===== src/rtl/amiq_sock_tx_framer.sv =====
// ============================================================================
// Module      : amiq_sock_tx_framer
// Description : Transmit framer for the socket link. It buffers one message,
//               then emits it as SOF, LEN, payload, CKSUM.
// Revision    : 1.0 - initial release
// ============================================================================
`default_nettype none

module amiq_sock_tx_framer #(
  parameter int         MAX_LEN  = 16,
  parameter logic [7:0] SOF_BYTE = 8'hA5,
  parameter int         CNT_W    = 16
) (
  input  logic             clk,
  input  logic             reset_n,
  input  logic             s_valid,
  output logic             s_ready,
  input  logic [7:0]       s_data,
  input  logic             s_last,
  output logic             m_valid,
  input  logic             m_ready,
  output logic [7:0]       m_data,
  output logic             busy,
  output logic             err_trunc,
  output logic [CNT_W-1:0] frames_sent
);

  localparam int               c_AW       = (MAX_LEN > 1) ? $clog2(MAX_LEN) : 1;
  localparam logic [7:0]       c_LEN_LAST = 8'(MAX_LEN - 1);
  localparam logic [CNT_W-1:0] c_CNT_ONE  = {{(CNT_W-1){1'b0}}, 1'b1};

  typedef enum logic [2:0] {
    ST_COLLECT = 3'd0,
    ST_DROP    = 3'd1,
    ST_HDR_SOF = 3'd2,
    ST_HDR_LEN = 3'd3,
    ST_PAYLOAD = 3'd4,
    ST_CKSUM   = 3'd5
  } state_t;

  state_t           r_state;
  state_t           w_state_nxt;
  logic [7:0]       r_len;
  logic [7:0]       r_cksum;
  logic [7:0]       r_rd_ptr;
  logic             r_err_trunc;
  logic [CNT_W-1:0] r_frames_sent;
  logic [7:0]       r_buf [MAX_LEN];

  always_comb begin
    w_state_nxt = r_state;
    s_ready     = 1'b0;
    m_valid     = 1'b0;
    m_data      = 8'h00;
    case (r_state)
      ST_COLLECT: begin
        s_ready = 1'b1;
        if (s_valid) begin
          if (s_last)
            w_state_nxt = ST_HDR_SOF;
          else if (r_len == c_LEN_LAST)
            w_state_nxt = ST_DROP;
        end
      end
      ST_DROP: begin
        s_ready = 1'b1;
        if (s_valid && s_last)
          w_state_nxt = ST_HDR_SOF;
      end
      ST_HDR_SOF: begin
        m_valid = 1'b1;
        m_data  = SOF_BYTE;
        if (m_ready)
          w_state_nxt = ST_HDR_LEN;
      end
      ST_HDR_LEN: begin
        m_valid = 1'b1;
        m_data  = r_len;
        if (m_ready)
          w_state_nxt = ST_PAYLOAD;
      end
      ST_PAYLOAD: begin
        m_valid = 1'b1;
        m_data  = r_buf[r_rd_ptr[c_AW-1:0]];
        if (m_ready && (r_rd_ptr == r_len - 8'd1))
          w_state_nxt = ST_CKSUM;
      end
      ST_CKSUM: begin
        m_valid = 1'b1;
        m_data  = r_cksum ^ r_len;
        if (m_ready)
          w_state_nxt = ST_COLLECT;
      end
      default: w_state_nxt = ST_COLLECT;
    endcase
  end

  always_ff @(posedge clk or negedge reset_n) begin
    if (!reset_n) begin
      r_state       <= ST_COLLECT;
      r_len         <= 8'd0;
      r_cksum       <= 8'd0;
      r_rd_ptr      <= 8'd0;
      r_err_trunc   <= 1'b0;
      r_frames_sent <= '0;
    end else begin
      r_state <= w_state_nxt;
      case (r_state)
        ST_COLLECT: begin
          if (s_valid) begin
            r_len   <= r_len + 8'd1;
            r_cksum <= r_cksum ^ s_data;
            if (!s_last && (r_len == c_LEN_LAST))
              r_err_trunc <= 1'b1;
          end
        end
        ST_HDR_LEN: begin
          if (m_ready)
            r_rd_ptr <= 8'd0;
        end
        ST_PAYLOAD: begin
          if (m_ready)
            r_rd_ptr <= r_rd_ptr + 8'd1;
        end
        ST_CKSUM: begin
          if (m_ready) begin
            r_frames_sent <= r_frames_sent + c_CNT_ONE;
            r_len         <= 8'd0;
            r_cksum       <= 8'd0;
          end
        end
        default: ;
      endcase
    end
  end

  // Payload storage carries no reset; only bytes below r_len are ever read.
  always_ff @(posedge clk) begin
    if ((r_state == ST_COLLECT) && s_valid)
      r_buf[r_len[c_AW-1:0]] <= s_data;
  end

  assign busy        = (r_state != ST_COLLECT) && (r_state != ST_DROP);
  assign err_trunc   = r_err_trunc;
  assign frames_sent = r_frames_sent;

endmodule

`default_nettype wire

===== config.mk =====
export PLATFORM = sky130hd
export DESIGN_NAME = amiq_sock_tx_framer
export DESIGN_NICKNAME = d
export VERILOG_FILES = /design/src/rtl/amiq_sock_tx_framer.sv
export SDC_FILE = /design/constraint.sdc
export NUM_CORES = 1
export LEC_CHECK = 0
export BUFFER_PORTS_ARGS = -buffer_cell sky130_fd_sc_hd__buf_4
export CAP_MARGIN = 5
export CELL_PAD_IN_SITES_DETAIL_PLACEMENT = 2
export CELL_PAD_IN_SITES_GLOBAL_PLACEMENT = 2
export CORE_MARGIN = 2
export CORE_UTILIZATION = 42
export CTS_BUF_LIST = sky130_fd_sc_hd__clkbuf_4 sky130_fd_sc_hd__clkbuf_8
export CTS_CLUSTER_DIAMETER = 200
export CTS_CLUSTER_SIZE = 8
export DETAILED_ROUTE_END_ITERATION = 16
export PLACE_DENSITY = 0.77
export SYNTH_ARGS = -nofsm -noshare
export SYNTH_HDL_FRONTEND = slang
export SYNTH_SLANG_ARGS = --single-unit

===== constraint.sdc =====
create_clock -name clk -period 4.3 [get_ports clk]
set_input_delay 0.215 -clock clk [delete_from_list [all_inputs] [get_ports clk]]
set_output_delay 0.215 -clock clk [all_outputs]
set_load 0.02 [all_outputs]

==> impl_metrics.tcl, run 1 <==
set metrics [dict create \
    ys_warn_count 0 \
    clock_latency_ns 0.45 \
    place_area_sq_mm 0.00811 \
    stdcell_count 778 \
    clk_pin_slew_ns 0.09 \
    h-tree-depth 4 \
    synth_nets 516 \
    period_needed_ns 3.30 \
    dp_hpwl_um 14000 \
    place.gp.congestion 0.809 \
    startpoint_type "flip-flop" \
    nNetsFinal 557 \
    timing.fmax_mhz 303 \
    grt_pass1_wl_um 31300 \
    io_pins 41 \
    antenna_cells 0 \
    area_growth_pct 12.1 \
    worst_ep_arrival_time_ns 3.08 \
    initial_utilization_pct 42.5 \
    numCtsBuffers 17 \
    avgSynthCellArea_sq_um 15.3 \
    ir_worst_vdd_mv 0.342 \
    drive_gt1_share_pct 23.3 \
    ys.flop_type "edfxtp_1" \
    cts_buffer_depth 2 \
    port-buffer-count 40 \
    crit_fanout 24 \
    synth_cell_types 52 \
    crit_type "flip-flop to output port" \
    vias_per_cell 5.71 \
    synthArstFlopShare_pct 25.6 \
    grt_overflow 0 \
    final_cell_mix "edfxtp_1 (128), buf_4 (50), nor2_1 (47), dfrtp_1 (43), mux4_2 (36)" \
    grt_max_degree 45 \
    fin_crit_sh_pct 76.6 \
    via_count 4441 \
    drtAntennaViolNets 0 \
    row_count 49 \
    clock_skew_ns 0.0117 \
    drc_errors 0 \
    dp_cells 745 \
    firstDrtPassIters 4 \
    ys_seq_elements 172 \
    cts_tree "yes" \
    cp-end-kind "output port" \
    setup_viol 0 \
    setup_tns_ns 0 \
    cap_violations 0 \
    syn_inst 495 \
    cts_sinks 172 \
    antenna_found_initial 0 \
    die-width_um 138 \
    fin_util_pct 47.7 \
    slew_headroom_pct 21.6 \
    postLayoutCellArea_sq_mm 0.00850 \
    drt-initial-drc-count 315 \
    syn_area_sq_mm 0.00759 \
    routedWlPerCell_um 26.1 \
    leakagePower_nw 3.01 \
    root_buffer "clkbuf_8" \
    layout_commonest_cell "edfxtp_1" \
    grt_use_total_pct 22.2 \
    seq_area_frac_synth_pct 65.2 \
    wirelength_um 20300 \
    synth_edf_count 128 \
    hold_path.class "input pin to flip-flop" \
    maxSlewViolCount 0 \
    status "complete, no violations" \
    worst_slew_pin_slew_ns 1.18 \
    grt_setup_unrepaired "false" \
    hold_violations 0 \
    core_sq_mm 0.0178 \
    dieHeight_um 138 \
    power.density_mw_per_mm2 541 \
    die-area_sq_mm 0.0192 \
    crit_required_ns 4.09 \
    first_global_vias 4942 \
]
[cells in the mapped netlist, types with 2 or more instances]
cell type	number	area [sq um]
edfxtp_1	128	3840
nor2_1	47	176
dfrtp_1	44	1100
mux4_2	36	811
nand2_1	31	116
xor2_1	27	236
xnor2_1	26	228
buf_2	13	65.1
inv_1	12	45.0
nand3_1	12	60.1
a21oi_1	11	55.1
clkbuf_1	8	30.0
ha_1	8	100
mux2i_1	8	80.1
a22oi_1	7	52.6
nand4_1	7	43.8
a31oi_1	5	31.3
buf_1	5	18.8
nor3_1	5	25.0
nand2b_1	4	25.0
o22ai_1	4	25.0
a21o_1	3	22.5
a221o_1	3	30.0
and3_1	3	18.8
nor2b_1	3	18.8
a221oi_1	2	17.5
and4_1	2	17.5
buf_6	2	22.5
mux2_2	2	22.5
nor4_1	2	12.5
o21ai_0	2	10.0
o41ai_1	2	17.5
or2_2	2	12.5
[critical path: stages, from the launching register on]
cell	delay (ns)
dfrtp_2	0.92
buf_4	0.31
mux4_2	0.52
mux2i_1	0.33
a22oi_1	0.15
nand2_1	0.09
o41ai_1	0.11
buf_4	0.20
[final cells by class]
| cell class | count | area [sq um] |
|---|---|---|
| fill | 1676 | 9340 |
| sequential | 172 | 4950 |
| multi-input combinational | 282 | 2450 |
| timing repair buffer | 51 | 385 |
| tap | 229 | 287 |
| clock buffer | 18 | 241 |
| clock inverter | 14 | 146 |
| inverter | 12 | 45.0 |
[registers in the layout, summed over array words and instances, names as in the netlist]
register,flops
r_rd_ptr,8
r_cksum,8
r_len,8
err_trunc,1
r_state,3
r_buf,128
frames_sent,16
[logic make-up after synthesis]
kind of cell | Yosys count | share of synthesized area, %
DFF | 172 | 65.2
and+or+nand+nor | 128 | 8.44
xor gates and xnor gates | 53 | 6.12
AOI/OAI and AO/OA | 47 | 4.42
muxes | 46 | 12.0
buffers and inverters | 41 | 2.49
adders and majority gates | 8 | 1.32
[repair_timing]
action	4_1_cts	5_1_grt
buffers inserted	0	0
setup endpoints to repair	0	0
resized for setup	0	0
hold endpoints to repair	44	0
hold buffers	1	0
[where the power goes]
part,internal (mW),leakage [nW],total [mW],switching [mW]
logic,0.584,1.08,1.29,0.707
registers,1.90,1.74,2.18,0.280
clock network,0.523,0.189,1.12,0.600
[per-stage QoR]
stage | setup WS, ns | power (mW) | hold WS (ns)
2_1_floorplan | 1.97 | 3.03 | -0.0806
3_3_place_gp | 1.49 | 3.42 | 0.256
3_5_place_dp | 1.41 | 3.51 | 0.272
4_1_cts | 0.888 | 4.64 | 0.0784
5_1_grt | 0.789 | 4.82 | 0.0848
6_report | 1.00 | 4.60 | 0.104
[worst paths after layout]
kind                                                to  depth (start not counted)  slack, ns                    start
min in group asynchronous      r_rd_ptr[7]$_DFFE_PN0P_                          2       0.30                  reset_n
max in group asynchronous      r_rd_ptr[0]$_DFFE_PN0P_                          2       3.55                  reset_n
max                                          m_data[7]                          7       1.00  r_rd_ptr[0]$_DFFE_PN0P_
min                              r_buf[0][4]$_DFFE_PP_                          1       0.10                s_data[4]
max reg2reg                frames_sent[13]$_DFFE_PN0P_                          7       1.47   r_state[0]$_DFFE_PN0P_
min reg2reg                      err_trunc$_DFFE_PN0P_                          1       0.47    err_trunc$_DFFE_PN0P_
[routing by layer]
metal	share of wire, %	track usage [%]
met5	0	0
met4	2.2	7.68
met3	4.7	4.26
met2	52	38.0
met1	42	28.5
Power figures use the tool's default switching activity.
==> inputs of run 2 (changes only) <==
--- a/config.mk
+++ b/config.mk
@@ -15,7 +15,7 @@
 export CTS_CLUSTER_DIAMETER = 200
 export CTS_CLUSTER_SIZE = 8
 export DETAILED_ROUTE_END_ITERATION = 16
-export PLACE_DENSITY = 0.77
+export PLACE_DENSITY = 0.8
 export SYNTH_ARGS = -nofsm -noshare
 export SYNTH_HDL_FRONTEND = slang
 export SYNTH_SLANG_ARGS = --single-unit
==> constraint.sdc (replaced) <==
create_clock -name clk -period 3 [get_ports clk]
set_input_delay 0.15 -clock clk [delete_from_list [all_inputs] [get_ports clk]]
set_output_delay 0.15 -clock clk [all_outputs]
set_load 0.02 [all_outputs]
==> run 2 against run 1 <==
Via count rose by 3.9%. Clock skew rose by 0.0031 ns. Clock-buffer cell count unchanged. Flip-flop and latch count did not move. Power is 46% higher. Die area unchanged.
==> impl_metrics.tcl, run 2 (same netlist as run 1, synthesis figures left out) <==
set metrics [dict create \
    status "complete, no violations" \
    core_sq_mm 0.0178 \
    via_count 4612 \
    row_count 49 \
    cts_sinks 172 \
    path_common_cell "mux4_2" \
    drt-initial-drc-count 285 \
    drc_errors 0 \
    maxSlewViolCount 0 \
    period_needed_ns 2.86 \
    worst_slew_pin_slew_ns 0.836 \
    grt_pass1_wl_um 32400 \
    clockPowerShare_pct 24.0 \
    postLayoutCellArea_sq_mm 0.00882 \
    hold_violations 0 \
    pwr-share-seq_pct 43.9 \
    place.gp.congestion 0.796 \
    largest_reg_flops 128 \
    cap_violations 0 \
    power.density_mw_per_mm2 762 \
    h-tree-depth 4 \
    crit_fanout 14 \
    max_stage_delay_ns 0.57 \
    antenna_cells 0 \
    grt_setup_unrepaired "false" \
    ir_worst_vdd_mv 0.495 \
    slew_headroom_pct 43.8 \
    pre_cts_slack_ns 0.494 \
    place_area_sq_mm 0.00834 \
    die-width_um 138 \
    first_global_vias 5204 \
    comb_power_share_pct 32.1 \
    numCtsBuffers 17 \
    cts_buffer_depth 2 \
    crit_path_top_delay_cell "dfrtp_4" \
    clock_skew_ns 0.0148 \
    crit_required_ns 2.85 \
    dp_hpwl_um 14600 \
    fin_crit_sh_pct 95.3 \
    drtAntennaViolNets 0 \
    antenna_found_initial 0 \
    dieHeight_um 138 \
    area_growth_pct 16.3 \
    cp-end-kind "output port" \
    leakagePower_nw 3.22 \
    wirelength_um 21100 \
    grt_max_degree 45 \
    setup_viol 0 \
    routedWlPerCell_um 25.9 \
    crit_type "flip-flop to output port" \
    fin_util_pct 49.5 \
    vias_per_cell 5.66 \
    root_buffer "clkbuf_8" \
    setup_tns_ns 0 \
    clock_latency_ns 0.47 \
    timing.fmax_mhz 350 \
    p_sw_share_pct 36.0 \
    p_switching_mw 2.42 \
    layout_commonest_cell "edfxtp_1" \
    firstDrtPassIters 4 \
    nNetsFinal 594 \
    hold_path.class "input pin to flip-flop" \
    cts_tree "yes" \
    layout_setup_ws_ns 0.141 \
    port-buffer-count 40 \
    internal-power_mw 4.30 \
    final_cell_mix "edfxtp_1 (128), buf_4 (80), nor2_1 (47), dfrtp_1 (42), mux4_2 (36)" \
    io_pins 41 \
    startpoint_type "flip-flop" \
    grt_use_total_pct 22.8 \
    clk_pin_slew_ns 0.10 \
    grt_overflow 0 \
    worst_ep_arrival_time_ns 2.71 \
    drive_gt1_share_pct 27.8 \
    initial_utilization_pct 42.5 \
    die-area_sq_mm 0.0192 \
    crit_path_cell_trace "buf_12 -> mux4_2 -> mux4_2 -> inv_1 -> o22ai_1 -> buf_4" \
]
[run 2: routing by layer]
layer	track usage (%)	share of wire, %
met5	0	0
met4	6.87	1.7
met3	3.22	5.1
met2	40.4	53
met1	29.3	40
[run 2: final timing paths]
kind,startpoint,endpoint,slack [ns],cells after the start
max,r_rd_ptr[0]$_DFFE_PN0P_,m_data[4],0.14,6
min,s_data[6],r_buf[7][6]$_DFFE_PP_,0.03,1
max reg2reg,r_state[1]$_DFFE_PN0P_,r_len[6]$_DFFE_PN0P_,0.51,8
min reg2reg,frames_sent[15]$_DFFE_PN0P_,frames_sent[15]$_DFFE_PN0P_,0.49,1
max in group asynchronous,reset_n,r_rd_ptr[0]$_DFFE_PN0P_,2.33,2
min in group asynchronous,reset_n,r_rd_ptr[5]$_DFFE_PN0P_,0.23,2
[run 2: worst max-delay path, delay by kind of cell (launching register included)]
family                 cells  cell delay, ns
AO/OA/AOI/OAI              1            0.11
flip-flops                 1            0.57
multiplexers               2            1.01
buffers and inverters      3            0.54
[run 2: repair_timing]
item,4_1_cts,5_1_grt
endpoints found under the hold margin,115,0
setup endpoints to repair,3,2
hold buffers,6,0
resized for setup,1,1
setup buffers,0,4
[run 2: layout make-up]
type	instances	area [sq um]
multi-input combinational	282	2450
sequential	172	4950
fill	1666	9020
inverter	12	45.0
clock inverter	14	140
clock buffer	18	248
timing repair buffer	88	701
tap	229	287
[run 2: through the flow]
stage                     total power, mW  std cells  hold WS, ns
after floorplan                      4.34        495       -0.146
after global placement               4.93        773        0.187
after detailed placement             5.07        773        0.189
after CTS                            6.73        811      0.00445
after global routing                 7.05        815       0.0221
final                                6.72        815       0.0342
[run 2: power by group through the flow]
| stage | clock [mW] | sequential [mW] | combinational (mW) |
|---|---|---|---|
| global route | 1.74 | 2.97 | 2.33 |
| detailed placement | 0 | 3.01 | 2.07 |
| CTS | 1.66 | 2.96 | 2.10 |
| finish | 1.61 | 2.95 | 2.16 |
| global placement | 0 | 2.98 | 1.95 |
| floorplan | 0 | 2.89 | 1.45 |
